$ cat config.mk
export PLATFORM = sky130hd
export DESIGN_NAME = power_domain_sequencer
export DESIGN_NICKNAME = d
export VERILOG_FILES = /design/src/rtl/power_seq_pkg.sv /design/src/rtl/power_domain_fsm.sv /design/src/rtl/power_domain_sequencer.sv
export SDC_FILE = /design/constraint.sdc
export NUM_CORES = 1
export LEC_CHECK = 0
export BUFFER_PORTS_ARGS = -buffer_cell sky130_fd_sc_hd__buf_2
export CAP_MARGIN = 40
export CELL_PAD_IN_SITES_DETAIL_PLACEMENT = 0
export CELL_PAD_IN_SITES_GLOBAL_PLACEMENT = 1
export CORE_MARGIN = 2
export CORE_UTILIZATION = 40
export DETAILED_ROUTE_END_ITERATION = 7
export GPL_TIMING_DRIVEN = 0
export PLACE_DENSITY_LB_ADDON = 0.1
export SETUP_SLACK_MARGIN = 0.4
export SKIP_CTS_REPAIR_TIMING = 1
export SLEW_MARGIN = 10
export SYNTH_ARGS = -nofsm -noshare
export SYNTH_HDL_FRONTEND = slang
export SYNTH_SLANG_ARGS = --single-unit
$ cat constraint.sdc
create_clock -name clk_i -period 2.7 [get_ports clk_i]
set_clock_uncertainty 0.15 [all_clocks]
set_input_delay 0.54 -clock clk_i [delete_from_list [all_inputs] [get_ports clk_i]]
set_output_delay 0.54 -clock clk_i [all_outputs]
set_load 0.02 [all_outputs]
$ cat src/rtl/power_seq_pkg.sv
// Shared types and defaults for the power-domain sequencer.
// Holds the per-domain state encoding and the default timing constants.
package power_seq_pkg;

    typedef enum logic [2:0] {
        ST_ON          = 3'd0,
        ST_ISO_SET     = 3'd1,
        ST_SW_OFF_WAIT = 3'd2,
        ST_OFF         = 3'd3,
        ST_SW_ON_WAIT  = 3'd4,
        ST_ISO_CLR     = 3'd5,
        ST_RST_REL     = 3'd6
    } pwr_state_e;

    localparam int ISO_CYCLES_DEF     = 4;
    localparam int RST_CYCLES_DEF     = 4;
    localparam int TIMEOUT_CYCLES_DEF = 64;

    function automatic int max3(input int a, input int b, input int c);
        int m;
        m = (a > b) ? a : b;
        return (m > c) ? m : c;
    endfunction

endpackage

$ cat src/rtl/power_domain_fsm.sv
// One domain's power sequencing FSM with its shared step/wait counter
// and sticky ack-timeout flag.
// Ports: clk_i, rst_i (sync, active high), on_req_i, ack_i (already
// synchronous), clr_timeout_i; outputs switch_o, iso_o, dom_rst_o,
// status_on_o, busy_o, timeout_o (all registered).
module power_domain_fsm
    import power_seq_pkg::*;
#(
    parameter int ISO_CYCLES     = ISO_CYCLES_DEF,
    parameter int RST_CYCLES     = RST_CYCLES_DEF,
    parameter int TIMEOUT_CYCLES = TIMEOUT_CYCLES_DEF
) (
    input  logic clk_i,
    input  logic rst_i,
    input  logic on_req_i,
    input  logic ack_i,
    input  logic clr_timeout_i,
    output logic switch_o,
    output logic iso_o,
    output logic dom_rst_o,
    output logic status_on_o,
    output logic busy_o,
    output logic timeout_o
);

    localparam int CNT_MAX = max3(ISO_CYCLES, RST_CYCLES, TIMEOUT_CYCLES);
    localparam int CNT_W   = $clog2(CNT_MAX + 1);

    localparam logic [CNT_W-1:0] ISO_LAST = CNT_W'(ISO_CYCLES - 1);
    localparam logic [CNT_W-1:0] RST_LAST = CNT_W'(RST_CYCLES - 1);
    localparam logic [CNT_W-1:0] TO_MAX   = CNT_W'(TIMEOUT_CYCLES);

    pwr_state_e       state, state_nxt;
    logic [CNT_W-1:0] cnt, cnt_nxt, cnt_inc;
    logic             timeout_nxt;
    logic             sw_d, iso_d, rst_d, stat_d, busy_d;

    assign cnt_inc = cnt + 1'b1;

    always_comb begin
        state_nxt   = state;
        cnt_nxt     = cnt;
        timeout_nxt = timeout_o;
        if (clr_timeout_i) begin
            timeout_nxt = 1'b0;
        end
        unique case (state)
            ST_ON: begin
                if (!on_req_i) begin
                    state_nxt = ST_ISO_SET;
                    cnt_nxt   = '0;
                end
            end
            ST_ISO_SET: begin
                if (cnt == ISO_LAST) begin
                    state_nxt = ST_SW_OFF_WAIT;
                    cnt_nxt   = '0;
                end else begin
                    cnt_nxt = cnt_inc;
                end
            end
            ST_SW_OFF_WAIT: begin
                if (!ack_i) begin
                    state_nxt = ST_OFF;
                    cnt_nxt   = '0;
                end else if (cnt != TO_MAX) begin
                    // Flag only on the cycle the count arrives, so a clear
                    // issued later in a long wait is not overridden.
                    cnt_nxt = cnt_inc;
                    if (cnt_inc == TO_MAX) begin
                        timeout_nxt = 1'b1;
                    end
                end
            end
            ST_OFF: begin
                if (on_req_i) begin
                    state_nxt = ST_SW_ON_WAIT;
                    cnt_nxt   = '0;
                end
            end
            ST_SW_ON_WAIT: begin
                if (ack_i) begin
                    state_nxt = ST_ISO_CLR;
                    cnt_nxt   = '0;
                end else if (cnt != TO_MAX) begin
                    cnt_nxt = cnt_inc;
                    if (cnt_inc == TO_MAX) begin
                        timeout_nxt = 1'b1;
                    end
                end
            end
            ST_ISO_CLR: begin
                if (cnt == ISO_LAST) begin
                    state_nxt = ST_RST_REL;
                    cnt_nxt   = '0;
                end else begin
                    cnt_nxt = cnt_inc;
                end
            end
            ST_RST_REL: begin
                if (cnt == RST_LAST) begin
                    state_nxt = ST_ON;
                    cnt_nxt   = '0;
                end else begin
                    cnt_nxt = cnt_inc;
                end
            end
            default: begin
                state_nxt = ST_ON;
                cnt_nxt   = '0;
            end
        endcase
    end

    // Outputs are decoded from the next state and registered, so each
    // output changes on the same edge that enters the state.
    always_comb begin
        sw_d   = 1'b1;
        iso_d  = 1'b1;
        rst_d  = 1'b1;
        stat_d = 1'b0;
        busy_d = 1'b1;
        unique case (state_nxt)
            ST_ON: begin
                iso_d  = 1'b0;
                rst_d  = 1'b0;
                stat_d = 1'b1;
                busy_d = 1'b0;
            end
            ST_SW_OFF_WAIT: sw_d = 1'b0;
            ST_OFF: begin
                sw_d   = 1'b0;
                busy_d = 1'b0;
            end
            ST_RST_REL: iso_d = 1'b0;
            default: begin
                sw_d = 1'b1;
            end
        endcase
    end

    always_ff @(posedge clk_i) begin
        if (rst_i) begin
            state       <= ST_ON;
            cnt         <= '0;
            timeout_o   <= 1'b0;
            switch_o    <= 1'b1;
            iso_o       <= 1'b0;
            dom_rst_o   <= 1'b0;
            status_on_o <= 1'b1;
            busy_o      <= 1'b0;
        end else begin
            state       <= state_nxt;
            cnt         <= cnt_nxt;
            timeout_o   <= timeout_nxt;
            switch_o    <= sw_d;
            iso_o       <= iso_d;
            dom_rst_o   <= rst_d;
            status_on_o <= stat_d;
            busy_o      <= busy_d;
        end
    end

endmodule

$ cat src/rtl/power_domain_sequencer.sv
// Power-gating initiator: one sequencing FSM per domain driving switch,
// isolation and domain reset in a safe order with ack timeout detection.
// Ports: clk_i, rst_i (sync, active high), on_req_i, switch_ack_i,
// clr_timeout_i in; switch_o, iso_o, dom_rst_o, status_on_o, busy_o,
// timeout_o out; all vectors are NUM_DOMAINS wide.
// Macro PWR_SEQ_ACK_SYNC_EN: adds a 2-flop ack synchronizer (reset 1).
module power_domain_sequencer
    import power_seq_pkg::*;
#(
    parameter int NUM_DOMAINS    = 1,
    parameter int ISO_CYCLES     = ISO_CYCLES_DEF,
    parameter int RST_CYCLES     = RST_CYCLES_DEF,
    parameter int TIMEOUT_CYCLES = TIMEOUT_CYCLES_DEF
) (
    input  logic                   clk_i,
    input  logic                   rst_i,
    input  logic [NUM_DOMAINS-1:0] on_req_i,
    output logic [NUM_DOMAINS-1:0] switch_o,
    input  logic [NUM_DOMAINS-1:0] switch_ack_i,
    output logic [NUM_DOMAINS-1:0] iso_o,
    output logic [NUM_DOMAINS-1:0] dom_rst_o,
    output logic [NUM_DOMAINS-1:0] status_on_o,
    output logic [NUM_DOMAINS-1:0] busy_o,
    output logic [NUM_DOMAINS-1:0] timeout_o,
    input  logic [NUM_DOMAINS-1:0] clr_timeout_i
);

    for (genvar g = 0; g < NUM_DOMAINS; g++) begin : g_dom
        logic ack;

`ifdef PWR_SEQ_ACK_SYNC_EN
        // Reset to 1 to match the powered switch state after reset.
        logic [1:0] ack_sync;
        always_ff @(posedge clk_i) begin
            if (rst_i) begin
                ack_sync <= 2'b11;
            end else begin
                ack_sync <= {ack_sync[0], switch_ack_i[g]};
            end
        end
        assign ack = ack_sync[1];
`else
        assign ack = switch_ack_i[g];
`endif

        power_domain_fsm #(
            .ISO_CYCLES     (ISO_CYCLES),
            .RST_CYCLES     (RST_CYCLES),
            .TIMEOUT_CYCLES (TIMEOUT_CYCLES)
        ) u_fsm (
            .clk_i         (clk_i),
            .rst_i         (rst_i),
            .on_req_i      (on_req_i[g]),
            .ack_i         (ack),
            .clr_timeout_i (clr_timeout_i[g]),
            .switch_o      (switch_o[g]),
            .iso_o         (iso_o[g]),
            .dom_rst_o     (dom_rst_o[g]),
            .status_on_o   (status_on_o[g]),
            .busy_o        (busy_o[g]),
            .timeout_o     (timeout_o[g])
        );
    end

endmodule

Word-level counts from Yosys, hierarchy flattened:

Index checks and enable logic that the tools add are counted.

* flip-flop bits (word level): 16
* output and inout bits: 6

* add/subtract/negate cells: 1
* equal/unequal tests: 14
* mux-type cells: 26
* reductions and logical operators: 7

Operator list (number)
* $mux 7: 6
* $pmux 7 s5: 1
* $mux 3: 7
* $pmux 3 s7: 1
* $eq 3x2->1 const B: 4
* $eq 3x3->1 const B: 4
* $mux 1: 10
* $add 7x1->7 const B: 1
* $eq 7x2->1 const B: 1
* $eq 7x7->1 const B: 1
* $ne 7x7->1 const B: 1
* $logic_not 3->1: 2
* $reduce_or 2->1: 3
* $ne 2x2->1 const B: 2
* $eq 3x1->1 const B: 1
* $reduce_or 3->1: 1
* $pmux 1 s2: 1
* $reduce_and 2->1: 1

Longest topological paths before layout:

* word-level depth: 6
* gate-level depth with buffers: 6

Worst setup path before layout:

OpenSTA, ideal clock, no wires.

* kind: input-to-reg
* start point: input port switch_ack_i
* end point: register g_dom[0].u_fsm.timeout_o
* arrival: 1.724 ns
* slack: 0.755 ns
* stages: 5
* buffers on the path: 0
* path through: or3b_1 > a21oi_2 > o2111ai_1 > or4b_1 > a21oi_1

* longest elaborated chain between the ends: 2
* elaborated cells between the ends (all ways): 3
* classes of those cells: mux (3)

Ends and longest elaborated chain
* from (decl): RTL line power_domain_sequencer.sv:19 `input logic [NUM_DOMAINS-1:0] switch_ack_i,`
* $mux 1, on equally long branches: RTL line power_domain_fsm.sv:82, power_domain_fsm.sv:63
* $pmux 1 s2 (*): RTL line power_domain_fsm.sv:47 `unique case (state)`
* to (signal assigned): RTL line power_domain_fsm.sv:155 `timeout_o <= timeout_nxt;`
* to (decl): RTL line power_domain_fsm.sv:23 `output logic timeout_o`

Mark *: on every way between the ends. The rest lies on a longest branch, timed or not.
A chain may end at the register's enable or synchronous reset.

Worst setup path in the final report:

* start point: register g_dom[0].u_fsm.cnt[0]
* end point: register g_dom[0].u_fsm.busy_o

* longest elaborated chain between the ends: 6
* elaborated cells between the ends (all ways): 9
* classes of those cells: eq/ne (2); mux (5); reduce/logical (2)

Ends and longest elaborated chain
* from (decl): RTL line power_domain_fsm.sv:34 `logic [CNT_W-1:0] cnt, cnt_nxt, cnt_inc;`
* from (signal assigned): RTL line power_domain_fsm.sv:154 `cnt <= cnt_nxt;`
* $eq 7x2->1 (*): RTL line power_domain_fsm.sv:55, power_domain_fsm.sv:93, power_domain_fsm.sv:101
* $mux 3, on equally long branches: RTL line power_domain_fsm.sv:101, power_domain_fsm.sv:93, power_domain_fsm.sv:55
* $pmux 3 s7 (*): RTL line power_domain_fsm.sv:47
* $eq 3x2->1 / $logic_not 3->1 (equally long branches): RTL line power_domain_fsm.sv:123 `unique case (state_nxt)`
* $reduce_or 2->1 (no source line) (*)
* $mux 1 (*): RTL line power_domain_fsm.sv:123
* to (signal assigned): RTL line power_domain_fsm.sv:160 `busy_o <= busy_d;`
* to (decl): RTL line power_domain_fsm.sv:22 `output logic busy_o,`

Marked as above.

==> impl_metrics.yaml <==
die:
  pin_count: 11
  dieArea_um2: 2783
  start_util_pct: 42.58
  coreArea_um2: 2233
  die_w_um: 52.76
  fp.dieH_um: 52.76
  rows: 17
clocking:
  cts_sinks: 16
  cts_tree: "done"
  cts-buffers-inserted: 3
  cts.clk_slew.worst_paths_ns: 0.10
  clk_path_buf_depth: 2
  insertion_delay_ns: 0.28
  cts.htree.levels: 1
  cts-root-buf: "clkbuf_4"
yosys:
  yosysWarnings: 0
  ys_types: 38
  ys_ff_latch: 16
  async_flop_share_pct: 0
  synth_edf_count: 0
  synth_ff_type: "dfxtp_1"
  synthesis.nets: 127
  yosysSeqAreaShare_pct: 33.68
  synth_area_um2: 950.9
  avgSynthCellArea_um2: 7.924
  synthCells: 120
sta:
  rsz0062_at_grt: "no"
  fin_tns_setup_ns: 0
  finalSetupViolations: 0
  slew_viol_final: 0
  holdWs_ns: 0.3305
  fin_crit_ns: 2.073
  maxSlewHeadroom_pct: 66.54
  tightest_slew_ns: 0.5018
  period_share_pct: 76.76
  worst_slack_ns: 0.6274
  fmax_mhz: 482.5
  finalHoldViolCount: 0
global_routing:
  grt_pass1_wl_um: 3525
  overflow: 0
  grt_util_all_layers_pct: 17.08
  grt_antenna_before_repair: 0
  grt_pass1_vias: 767
  grt_max_degree: 11
routing:
  wl_per_cell_um: 12.96
  wl_um: 2087
  via_per_inst: 5.578
  vias: 898
  drc: 0
  drt_pass1_iterations: 4
  ant_nets: 0
  detail_route.iter0.violations: 23
power_and_ir_drop:
  p_leak_nw: 0.4058
  irDropWorstVdd_uv: 198.1
  fin_total_pwr_uw: 431.2
  powerDensity_nw_per_um2: 407.4
setup_path:
  path_delay_family: "simple AND/OR/NAND/NOR gates"
  path_cells: "ha_1 > nor2b_1 > and2_1 > a221oi_1 > a21o_1 > a221oi_1"
  critPathRequiredTime_ns: 2.75
  slowest_stage: "dfxtp_1"
  arrival_ns: 2.12
  crit_start: "g_dom[0].u_fsm.cnt[0]"
  critPathMostFrequentCell: "a221oi_1"
  cp.depth: 6
  r2r_cells: 6
  worstSetupPathType: "reg2reg"
  r2r_start: "g_dom[0].u_fsm.cnt[0]"
  start_kind: "flop"
  max_stage_delay_ns: 0.43
  crit_path_end_kind: "flop"
  critPathMaxFanout: 6
  worst-path-buf-inv: 0
outcome:
  outcome: "completed"
cells_and_area:
  register_area_um2: 320.3
  syn2layout_area_growth_pct: 11.32
  nets: 142
  multi_input_comb_area_um2: 578.1
  fin_util_pct: 47.39
  fill_cells: 235
  layout-drive-gt1-share_pct: 14.29
  antenna_cells: 0
placement:
  dpl.hpwl_um: 1537
  post-place-ws_ns: 0.4912
  place_congestion: 0.8307
  place.port_buffers: 10
flow_run:
  maxCapViolCount: 0
min_path:
  hold_depth: 2
  hold_path.class: "reg2reg"
  hold_start: "g_dom[0].u_fsm.timeout_o"
[path summary, 6_finish.rpt]
check	slack, ns	to
max	0.63	g_dom[0].u_fsm.busy_o
min	0.33	g_dom[0].u_fsm.timeout_o
max reg2reg	0.63	g_dom[0].u_fsm.busy_o
min reg2reg	0.33	g_dom[0].u_fsm.timeout_o
[kinds of logic (layout without fill, tap and decap cells)]
logic type	count (synthesis)	in the layout	synth area share, %
DFF	16	16	33.68
and+or+nand+nor	49	49	28.42
AOI/OAI and AO/OA	38	38	26.58
muxes	2	2	2.237
buffers and inverters	12	25	5.526
adders and majority gates	2	2	2.631
xor gates and xnor gates	1	1	0.9212
[stage by stage]
step | instance area [um^2] | cells
6_report | 1059 | 161
5_1_grt | 1059 | 161
4_1_cts | 1059 | 161
3_5_place_dp | 1036 | 158
3_3_place_gp | 1036 | 158
2_1_floorplan | 950.9 | 120
[worst min-delay path: stages (launching register included)]
cell and delay [ns]:
dfxtp_1 0.32, nand2b_1 0.06, a21oi_1 0.06
[per-layer routing]
metal | part of all wire (%) | global-route usage, %
met1 | 53 | 25.86
met2 | 42 | 23.75
met3 | 4.0 | 2.571
met4 | 0.67 | 6.410
met5 | 0 | 0
[cells in the final DEF (no fill, tap or decap), types with 2 or more instances in the layout]
master     n
dfxtp_1   16
nor2_1    14
a21oi_1   14
nand2_1   12
buf_2     10
inv_1      7
o21ai_0    5
nand3_1    5
clkbuf_1   4
a22o_1     3
and2_1     3
nand3b_1   3
clkbuf_4   3
nand2b_1   2
a21oi_2    2
or4b_1     2
a31oi_1    2
a21o_1     2
a221oi_1   2
ha_1       2
[area by class of cell]
cell class / instances / share of cell area [%]
multi-input combinational: 92 / 54.61
clock buffer: 3 / 2.128
tap: 28 / 3.310
sequential: 16 / 30.26
timing repair buffer: 10 / 4.728
buffer: 5 / 2.482
inverter: 7 / 2.482
[where the power goes]
part | switching, mW | internal (mW)
clock network | 0.0770 | 0.0517
logic | 0.0346 | 0.0202
registers | 0.00459 | 0.243
total | 0.116 | 0.315
[cell usage after synthesis (all sizes together), types with 2 or more instances]
master	count	share of area, %
nand3b	3	2.4
a221oi	2	1.8
a31oi	2	1.3
and2	3	2.0
o21ai	5	2.6
a22o	3	2.8
a21o	2	1.6
or4b	2	2.1
or3b	2	1.8
ha	2	2.6
nand2b	2	1.3
a21oi	16	9.2
nand2	12	4.7
clkbuf	4	1.6
inv	7	2.8
nor2	14	5.5
nand3	5	2.6
dfxtp	16	34
[registers in the layout, indices dropped and copies added, names as in the netlist]
| register | flops |
|---|---|
| g_dom.u_fsm.timeout_o | 1 |
| g_dom.u_fsm.state | 3 |
| g_dom.u_fsm.busy_o | 1 |
| g_dom.u_fsm.status_on_o | 1 |
| g_dom.u_fsm.dom_rst_o | 1 |
| g_dom.u_fsm.iso_o | 1 |
| g_dom.u_fsm.switch_o | 1 |
| g_dom.u_fsm.cnt | 7 |
Power figures use the tool's default switching activity.
